**src/rtl/fetch_unit_pkg.sv**
```systemverilog
// Shared riscv datapath header: NOP encoding, fetch FSM states, fetch queue entry.
// FETCH_PREFETCH_EN selects a two-deep prefetch queue; otherwise one entry.
package fetch_unit_pkg;

  localparam logic [31:0] NOP = 32'h0000_0013;

`ifdef FETCH_PREFETCH_EN
  localparam int DEPTH = 2;
`else
  localparam int DEPTH = 1;
`endif

  typedef enum logic {
    RUN,
    DRAIN
  } fetch_state_e;

  typedef struct packed {
    logic [31:0] instr;
    logic [31:0] pc;
  } fetch_entry_t;

endpackage

```
**src/rtl/fetch_unit_if.sv**
```systemverilog
// Instruction memory request/response bus between fetch and imem.
// Requests use req/gnt; responses return in order on rvalid.
interface fetch_unit_if;

  logic        imem_req;
  logic [31:0] imem_addr;
  logic        imem_gnt;
  logic        imem_rvalid;
  logic [31:0] imem_rdata;

  modport master (
    output imem_req,
    output imem_addr,
    input  imem_gnt,
    input  imem_rvalid,
    input  imem_rdata
  );

  modport slave (
    input  imem_req,
    input  imem_addr,
    output imem_gnt,
    output imem_rvalid,
    output imem_rdata
  );

endinterface

```
**src/rtl/fetch_unit_instr_fifo.sv**
```systemverilog
// Small circular instruction queue between the imem response path and F/D.
// Pointers wrap at DEPTH; storage rounds up to a power of two.
module instr_fifo
  import fetch_unit_pkg::*;
#(
  parameter int DEPTH = 2,
  localparam int CW = $clog2(DEPTH + 1),
  localparam int PW = (DEPTH > 1) ? $clog2(DEPTH) : 1
) (
  input  logic          clk,
  input  logic          rst_n,
  input  logic          push,
  input  logic          pop,
  input  logic          clear,
  input  fetch_entry_t  din,
  output fetch_entry_t  dout,
  output logic          full,
  output logic          empty,
  output logic [CW-1:0] count
);

  fetch_entry_t  mem [1 << PW];
  logic [PW-1:0] wr_ptr;
  logic [PW-1:0] rd_ptr;
  logic          do_push;
  logic          do_pop;

  function automatic logic [PW-1:0] nxt(
    input logic [PW-1:0] p
  );
    return (p == PW'(DEPTH - 1)) ? '0 : p + 1'b1;
  endfunction

  assign full    = (count == CW'(DEPTH));
  assign empty   = (count == '0);
  assign do_pop  = pop && !empty;
  assign do_push = push && (!full || do_pop);
  assign dout    = mem[rd_ptr];

  always_ff @(posedge clk or negedge rst_n) begin
    if (!rst_n) begin
      wr_ptr <= '0;
      rd_ptr <= '0;
      count  <= '0;
    end else if (clear) begin
      wr_ptr <= '0;
      rd_ptr <= '0;
      count  <= '0;
    end else begin
      if (do_push) wr_ptr <= nxt(wr_ptr);
      if (do_pop)  rd_ptr <= nxt(rd_ptr);
      count <= count + CW'(do_push) - CW'(do_pop);
    end
  end

  always_ff @(posedge clk) begin
    if (do_push && !clear) mem[wr_ptr] <= din;
  end

endmodule

```
**src/rtl/fetch_unit.sv**
```systemverilog
// Fetch stage: credit-based imem requests, response queue, F/D register.
// FETCH_PREFETCH_EN enables two outstanding requests and a two-entry queue.
module fetch_unit
  import fetch_unit_pkg::*;
#(
  parameter logic [31:0] RESET_PC = 32'h0000_0000
) (
  input  logic         clk,
  input  logic         rst_n,
  input  logic         stall,
  input  logic         flush,
  input  logic [31:0]  pc_target_e,
  fetch_unit_if.master imem,
  output logic [31:0]  instr_d,
  output logic [31:0]  pc_d,
  output logic [31:0]  pc_plus_4_d,
  output logic         valid_d
);

  localparam int CW = $clog2(DEPTH + 1);

  fetch_state_e  state_q;
  fetch_state_e  state_n;
  logic [31:0]   pc_f;
  logic [31:0]   resp_pc;
  logic [1:0]    outstanding;
  logic [1:0]    discard_q;
  logic [1:0]    discard_n;
  logic [CW-1:0] fifo_count;
  logic          fifo_full;
  logic          fifo_empty;
  fetch_entry_t  fifo_head;
  fetch_entry_t  fifo_din;
  logic          grant;
  logic          rv;
  logic          push;
  logic          pop;
  logic [2:0]    used;

  assign pop  = !stall && !flush && !fifo_empty;
  // A pop this cycle frees a slot before any new response can land.
  assign used = 3'(outstanding) + 3'(fifo_count) - 3'(pop);

  assign imem.imem_req  = rst_n && (used < 3'(DEPTH))
                        && !(fifo_full && !pop);
  assign imem.imem_addr = pc_f;

  assign grant = imem.imem_req && imem.imem_gnt;
  // Responses with nothing outstanding belong to a pre-reset request.
  assign rv    = imem.imem_rvalid && (outstanding != 2'd0);
  assign push  = rv && !flush && (state_q == RUN);

  assign fifo_din = '{instr: imem.imem_rdata, pc: resp_pc};

  always_comb begin
    discard_n = discard_q;
    state_n   = state_q;
    if (flush) begin
      discard_n = outstanding + 2'(grant) - 2'(rv);
    end else if (rv && discard_q != 2'd0) begin
      discard_n = discard_q - 2'd1;
    end
    unique case (state_q)
      RUN:     if (flush && discard_n != 2'd0) state_n = DRAIN;
      DRAIN:   if (discard_n == 2'd0) state_n = RUN;
      default: state_n = RUN;
    endcase
  end

  always_ff @(posedge clk or negedge rst_n) begin
    if (!rst_n) begin
      state_q     <= RUN;
      discard_q   <= '0;
      outstanding <= '0;
      pc_f        <= RESET_PC;
      resp_pc     <= RESET_PC;
    end else begin
      state_q     <= state_n;
      discard_q   <= discard_n;
      outstanding <= outstanding + 2'(grant) - 2'(rv);
      if (flush) begin
        pc_f    <= pc_target_e;
        resp_pc <= pc_target_e;
      end else begin
        if (grant) pc_f    <= pc_f + 32'd4;
        if (push)  resp_pc <= resp_pc + 32'd4;
      end
    end
  end

  always_ff @(posedge clk or negedge rst_n) begin
    if (!rst_n) begin
      instr_d <= NOP;
      pc_d    <= RESET_PC;
      valid_d <= 1'b0;
    end else if (flush) begin
      instr_d <= NOP;
      valid_d <= 1'b0;
    end else if (!stall) begin
      if (!fifo_empty) begin
        instr_d <= fifo_head.instr;
        pc_d    <= fifo_head.pc;
        valid_d <= 1'b1;
      end else begin
        instr_d <= NOP;
        valid_d <= 1'b0;
      end
    end
  end

  assign pc_plus_4_d = pc_d + 32'd4;

  instr_fifo #(.DEPTH(DEPTH)) u_fifo (
    .clk   (clk),
    .rst_n (rst_n),
    .push  (push),
    .pop   (pop),
    .clear (flush),
    .din   (fifo_din),
    .dout  (fifo_head),
    .full  (fifo_full),
    .empty (fifo_empty),
    .count (fifo_count)
  );

endmodule
```
**src/flat_wrapper.sv**
```systemverilog
// flat-port wrapper written by rule: the top's interface ports become plain ports
module fetch_unit_flat import fetch_unit_pkg::*;
#(
  parameter logic [31:0] RESET_PC = 32'h0000_0000
)
  (clk, rst_n, stall, flush, pc_target_e, instr_d, pc_d, pc_plus_4_d, valid_d, imem_imem_req, imem_imem_addr, imem_imem_gnt, imem_imem_rvalid, imem_imem_rdata);
  fetch_unit_if imem_i ();
  input  logic clk;
  input  logic rst_n;
  input  logic stall;
  input  logic flush;
  input  logic [31:0] pc_target_e;
  output logic [31:0] instr_d;
  output logic [31:0] pc_d;
  output logic [31:0] pc_plus_4_d;
  output logic valid_d;
  output wire logic [$bits(imem_i.imem_req)-1:0] imem_imem_req;
  output wire logic [$bits(imem_i.imem_addr)-1:0] imem_imem_addr;
  input wire logic [$bits(imem_i.imem_gnt)-1:0] imem_imem_gnt;
  input wire logic [$bits(imem_i.imem_rvalid)-1:0] imem_imem_rvalid;
  input wire logic [$bits(imem_i.imem_rdata)-1:0] imem_imem_rdata;
  assign imem_imem_req = imem_i.imem_req;
  assign imem_imem_addr = imem_i.imem_addr;
  assign imem_i.imem_gnt = imem_imem_gnt;
  assign imem_i.imem_rvalid = imem_imem_rvalid;
  assign imem_i.imem_rdata = imem_imem_rdata;
  fetch_unit #(.RESET_PC(RESET_PC)) u_core (.clk(clk), .rst_n(rst_n), .stall(stall), .flush(flush), .pc_target_e(pc_target_e), .imem(imem_i), .instr_d(instr_d), .pc_d(pc_d), .pc_plus_4_d(pc_plus_4_d), .valid_d(valid_d));
endmodule
```
**config.mk**
```make
export PLATFORM = sky130hd
export DESIGN_NAME = fetch_unit_flat
export DESIGN_NICKNAME = d
export VERILOG_FILES = /design/src/rtl/fetch_unit_pkg.sv /design/src/rtl/fetch_unit_if.sv /design/src/rtl/fetch_unit_instr_fifo.sv /design/src/rtl/fetch_unit.sv /design/src/flat_wrapper.sv
export SDC_FILE = /design/constraint.sdc
export NUM_CORES = 1
export LEC_CHECK = 0
export CAP_MARGIN = 20
export CELL_PAD_IN_SITES_DETAIL_PLACEMENT = 0
export CELL_PAD_IN_SITES_GLOBAL_PLACEMENT = 1
export CORE_UTILIZATION = 50
export DETAILED_ROUTE_END_ITERATION = 7
export DONT_BUFFER_PORTS = 1
export PLACE_DENSITY_LB_ADDON = 0.1
export SLEW_MARGIN = 15
export SYNTH_ARGS = -nofsm -noshare
export SYNTH_HDL_FRONTEND = slang
export SYNTH_SLANG_ARGS = --single-unit
```
**constraint.sdc**
```tcl
create_clock -name clk -period 10.8 [get_ports clk]
set_clock_uncertainty 0.15 [all_clocks]
set_input_delay 1.62 -clock clk [delete_from_list [all_inputs] [get_ports clk]]
set_output_delay 1.62 -clock clk [all_outputs]
set_load 0.01 [all_outputs]
```
==> flow_summary.yaml, run 1 <==
global_routing:
  grt.total_usage_pct: 21.2
  grt-ovfl-total: 0
  first_global_vias: 5444
  grt_max_degree: 138
  antenna_found_initial: 0
  grt_pass1_wl_mm: 29.6
power_and_ir_drop:
  power_leakage_nw: 3.81
  peakVddDrop_v: 0.000121
  power.density_nw_per_um2: 216
  finalPower_mw: 2.07
floorplan:
  rows: 48
  io_pins: 200
  design.core.area_sq_um: 17200
  fp.dieH_um: 135
  initial_utilization_pct: 51.0
  die_area_sq_um: 18100
  die_w_um: 135
yosys:
  synth_ff_type: "dfrtp_1"
  avgSynthCellArea_sq_um: 11.9
  synth_edf_count: 64
  synth-xor-area-share_pct: 8.37
  ys_ff_latch: 199
  muxShareOfSynthArea_pct: 4.57
  yosysWarningCount: 0
  synthAdderAreaFrac_pct: 1.37
  synth_top_family_by_area: "simple AND/OR/NAND/NOR gates"
  synth_compound_area_share_pct: 6.42
  synthArstFlopShare_pct: 67.8
  syn-instance-count: 739
  yosysTopAreaCell: "dfrtp_1"
  yosysSeqAreaShare_pct: 60.4
  yosys.area_share.simple_pct: 16.7
  synth_area_leaders: "dfrtp_1, edfxtp_1, xnor2_1, nand2_1, mux2_2"
  yosys.cell_types.count: 49
  syn_nets: 818
  synth_top_area_share_pct: 37.6
  syn_area_sq_um: 8780
sta:
  final_hold_viol_count: 0
  finalCritPeriodShare_pct: 51.1
  max_freq_mhz: 181
  timing.slew.headroom_pct: 31.6
  rsz0062_at_grt: "false"
  setup_viol: 0
  tns_ns: 0
  slew_violations: 0
  min_period_ns: 5.52
  tightest_slew_ns: 1.02
layout:
  syn2layout_area_growth_pct: 9.12
  stdcell_count: 968
  num_antenna_cells: 0
  drive_gt1_share_pct: 11.6
  nets: 809
  fillers: 1459
  post-route-util_pct: 55.6
placement:
  place_hpwl_mm: 13.1
  place_inst: 936
  portBuffers: 0
  gp_congestion: 0.809
worst_setup_path:
  worstPathRequired_ns: 9.03
  critPathKind: "in2out"
  critPathMaxFanout: 10
  endpoint_kind: "output port"
  arrival_ns: 3.75
  critPathLaunchType: "input port"
flow_run:
  cap_violations: 0
detailed_routing:
  drt_iter0_drc: 288
  postRouteAntennaNets: 0
  first_pass_iters: 4
  wl_per_cell_um: 19.5
  vias: 5589
  drcViolationCount: 0
  wirelength_mm: 18.9
  viasPerCell: 5.77
clock_tree:
  postCtsSetupRepairBufs: 0
  clk_latency_ns: 0.44
  cts_root_buf: "clkbuf_16"
  tritoncts: "done"
  h-tree-depth: 4
  clkTransAtPathRegs_ns: 0.07
  ctsResizeCount: 0
  cts.sinks: 199
  clockBufferDepth: 2
  hold_buffers: 0
  cts_buffers: 17
status:
  status: "complete, no violations"
worst_hold_path:
  hp-class: "reg2reg"
==> state kept, by name, summed over array words and instances (netlist names) <==
register and cells:
u_core.discard_q 2, u_core.imem.imem_addr 32, u_core.instr_d 32, u_core.outstanding 2
u_core.pc_d 32, u_core.resp_pc 32, u_core.state_q 1, u_core.u_fifo.count 1
u_core.u_fifo.mem 64, u_core.valid_d 1
==> per-layer routing <==
layer	global-route usage, %	part of all wire, %	vias to the layer above
met5	0	0	-
met4	6.62	1.4	0
met3	6.79	7.4	20
met2	30.7	43	199
met1	30.2	48	2754
li1	-	-	2616
==> critical path, cell delays in order <==
cell	delay, ns
nor2_1	0.10
nand2_1	0.29
inv_2	0.14
ha_1	0.23
inv_1	0.06
ha_1	0.13
inv_1	0.05
fa_1	0.51
nand3b_1	0.11
or2_2	0.31
nor2_1	0.22
==> stage by stage <==
| stage | setup WS (ns) | instance area, sq um | hold WS, ns |
|---|---|---|---|
| 4_1_cts | 5.26 | 9580 | 0.299 |
| 2_1_floorplan | 1.84 | 8780 | 0.265 |
| 3_5_place_dp | 5.28 | 8980 | 0.278 |
| 5_1_grt | 5.15 | 9590 | 0.314 |
| 6_report | 5.28 | 9590 | 0.296 |
| 3_3_place_gp | 4.80 | 8960 | 0.271 |
==> cell families after synthesis <==
family,Yosys count
multiplexers,36
AO/OA/AOI/OAI,76
buffers and inverters,47
flip-flops,199
adder cells (fa/ha/maj),9
XOR/XNOR,84
AND/OR/NAND/NOR,288
==> cells in the mapped netlist, types with 3 or more instances <==
cell type  instances
a21boi_0          12
nand2b_1           7
o21ai_0           11
xnor2_1           59
or3_1              3
a31oi_1            3
buf_2              6
clkbuf_1          21
nor4_2             4
nand3_1           37
and3_1            14
and2_1             7
mux2_2            33
nor2_1            23
buf_1              3
nand4_1           35
a22o_1            29
and4_1             9
edfxtp_1          64
inv_1             14
nor3_1             5
a21oi_1            8
dfstp_2            3
mux2i_1            3
xor2_1            25
o22a_1             3
nand2_1          129
ha_1               8
dfrtp_1          132
==> power by group <==
group / internal [mW] / switching [mW] / total (mW)
combinational: 0.138 / 0.189 / 0.328
clock: 0.314 / 0.315 / 0.629
sequential: 0.913 / 0.200 / 1.11
==> final cells by class <==
type | instances | area (sq um) | area share (%)
clock buffers | 17 | 425 | 4.44
clock inverters | 15 | 178 | 1.85
inverters | 15 | 56.3 | 0.587
multi-input cells | 493 | 3300 | 34.5
flip-flops and latches | 199 | 5300 | 55.3
well taps | 225 | 282 | 2.94
repair buffers | 4 | 37.5 | 0.392
==> layout by cell type (no fill, tap or decap), types with 3 or more instances in the layout <==
| cell | Yosys | layout |
|---|---|---|
| nand2_1 | 129 | 129 |
| and3_1 | 14 | 14 |
| o22a_1 | 3 | 3 |
| nor3_1 | 5 | 5 |
| o21ai_0 | 11 | 11 |
| nand2b_1 | 7 | 7 |
| a21boi_0 | 12 | 12 |
| mux2i_1 | 3 | 3 |
| buf_4 | 2 | 3 |
| nand3_1 | 37 | 37 |
| nor2_1 | 23 | 23 |
| a21oi_1 | 8 | 8 |
| mux2_2 | 33 | 33 |
| ha_1 | 8 | 8 |
| a31oi_1 | 3 | 3 |
| or3_1 | 3 | 3 |
| dfstp_2 | 3 | 3 |
| inv_6 | 0 | 4 |
| nand4_1 | 35 | 35 |
| and4_1 | 9 | 9 |
| edfxtp_1 | 64 | 64 |
| inv_1 | 14 | 13 |
| clkbuf_16 | 0 | 17 |
| clkinv_8 | 0 | 5 |
| xor2_1 | 25 | 25 |
| xnor2_1 | 59 | 59 |
| and2_1 | 7 | 7 |
| dfrtp_1 | 132 | 132 |
| nor4_2 | 4 | 5 |
| a22o_1 | 29 | 29 |
==> final timing paths <==
kind | from | endpoint | slack [ns] | cells after the start
setup / recovery | stall | imem_imem_req | 5.28 | 11
hold / removal | u_core.u_fifo.mem[0][19] | u_core.pc_d[19] | 0.30 | 2
setup reg to reg | u_core.u_fifo.count | u_core.imem.imem_addr[20] | 7.13 | 12
hold reg to reg | u_core.u_fifo.mem[0][19] | u_core.pc_d[19] | 0.30 | 2
max in group asynchronous | rst_n | u_core.resp_pc[11] | 9.45 | 0
min in group asynchronous | rst_n | u_core.instr_d[28] | 0.72 | 0
Note: power is estimated with default switching activity, not from simulation.
==> run 2, diff against run 1 <==
- CORE_UTILIZATION: 50 -> 45
- clock period: 10.8 -> 4.7 ns (I/O delays scaled with it)
==> flow_summary.yaml, run 2 (synthesis results as in run 1) <==
placement:
  place_inst: 973
  dpl_worst_slack_ns: 0.965
  portBuffers: 0
  placed_area_sq_um: 9040
  gp_congestion: 0.823
  place_hpwl_mm: 13.4
sta:
  tightest_slew_ns: 1.01
  rsz0062_at_grt: "false"
  finalCritPeriodShare_pct: 77.4
  slew_violations: 0
  final_hold_viol_count: 0
  max_freq_mhz: 275
  setup_viol: 0
  timing.slew.headroom_pct: 32.2
  setup_slack_ns: 1.06
  tns_ns: 0
  whs_ns: 0.0517
  min_period_ns: 3.64
global_routing:
  grt_max_degree: 136
  grt-ovfl-total: 0
  antenna_found_initial: 1
  grt.total_usage_pct: 20.1
  first_global_vias: 5587
  grt_pass1_wl_mm: 31.1
worst_setup_path:
  rr_startpoint: "u_core.u_fifo.count"
  critPathMaxFanout: 4
  rrSetupSlack_ns: 1.22
  endpoint: "imem_imem_req"
  arrival_ns: 2.79
  endpoint_kind: "output port"
  critPathKind: "reg2out"
  startpoint: "u_core.u_fifo.count"
  critPathLaunchType: "register"
  r2r_end: "u_core.imem.imem_addr[26]"
  worst_r2r_path_depth: 12
  worstPathRequired_ns: 3.85
detailed_routing:
  viasPerCell: 5.47
  wl_per_cell_um: 19.2
  drt_iter0_drc: 266
  first_pass_iters: 4
  vias: 5509
  wirelength_mm: 19.4
  postRouteAntennaNets: 0
  drcViolationCount: 0
layout:
  drive_gt1_share_pct: 11.9
  stdcell_count: 1007
  fin_area_sq_um: 9630
  regMostFlops: "u_core.u_fifo.mem"
  fillers: 1691
  syn2layout_area_growth_pct: 9.60
  largest_register_ffs: 64
  final_cell_mix: "dfrtp_1, nand2_1, edfxtp_1"
  layout_commonest_cell: "dfrtp_1"
  nets: 812
status:
  status: "complete, no violations"
power_and_ir_drop:
  swShare_pct: 34.0
  pwr-share-comb_pct: 16.7
  intPower_mw: 3.13
  p_switching_mw: 1.61
  power.density_nw_per_um2: 492
  peakVddDrop_v: 0.000266
  clkPwrFrac_pct: 29.2
  power_leakage_nw: 3.81
  pwr-share-seq_pct: 54.1
flow_run:
  cap_violations: 0
clock_tree:
  clkTransAtPathRegs_ns: 0.08
  tritoncts: "done"
  clockBufferDepth: 2
  clk_latency_ns: 0.43
  cts_buffers: 17
  cts_root_buf: "clkbuf_16"
  h-tree-depth: 4
  cts.sinks: 199
  ctsResizeCount: 0
floorplan:
  rows: 50
  design.core.area_sq_um: 18900
  die_w_um: 142
  initial_utilization_pct: 46.5
  die_area_sq_um: 20100
  io_pins: 200
  fp.dieH_um: 142
worst_hold_path:
  hp-class: "in2async"
run 2: area by class of cell:
cell class | count | area, sq um | area share (%)
clock buffer | 17 | 425 | 4.42
antenna | 1 | 2.50 | 0.0260
inverter | 15 | 56.3 | 0.585
timing repair buffer | 7 | 76.3 | 0.793
multi-input combinational | 493 | 3310 | 34.3
tap | 260 | 325 | 3.38
clock inverter | 15 | 131 | 1.36
sequential | 199 | 5300 | 55.1
run 2: repair_timing:
item / in CTS / in global routing
hold buffers: 1 / 0
endpoints found under the hold margin: 135 / 0
setup endpoints to repair: 0 / 0
buffers inserted: 0 / 0
run 2: worst min path at each step:
| stage | startpoint | to | slack, ns | cells past startpoint |
|---|---|---|---|---|
| final | rst_n | u_core.instr_d[3] | 0.05 | 1 |
| after global placement | rst_n | u_core.instr_d[3] | 0.26 | 0 |
| after detailed placement | rst_n | u_core.instr_d[3] | 0.26 | 0 |
| after floorplan | rst_n | u_core.discard_q[0] | 0.26 | 0 |
| after CTS | rst_n | u_core.instr_d[3] | 0.13 | 1 |
| after global routing | rst_n | u_core.instr_d[3] | 0.13 | 1 |
run 2: layer usage:
metal	part of all wire [%]	routed length, um	vias up	track usage, %
li1	-	-	2622	-
met1	47	9180	2676	28.1
met2	44	8500	194	29.7
met3	7.5	1450	17	6.38
met4	1.1	220	0	6.17
met5	0	0	-	0
run 2: worst max-delay path: stages, from the launching register on:
cell      delay (ns)
dfrtp_1         0.44
nand2_1         0.15
inv_2           0.05
ha_1            0.28
inv_1           0.06
ha_1            0.14
inv_1           0.05
fa_1            0.51
nand3b_1        0.11
or2_2           0.30
nor2_1          0.13
buf_4           0.14
run 2: power by group through the flow:
stage	sequential, mW	clock [mW]	combinational (mW)
finish	2.56	1.39	0.790
floorplan	2.46	0	0.675
global route	2.61	1.49	0.899
detailed placement	2.60	0	0.768
global placement	2.58	0	0.747
CTS	2.56	1.43	0.802
run 2: per-stage QoR:
stage,power (mW),util [%]
after CTS,4.80,50.9
final,4.74,51.0
after global routing,5.01,51.0
after detailed placement,3.37,47.9
after global placement,3.33,47.8
after floorplan,3.13,-
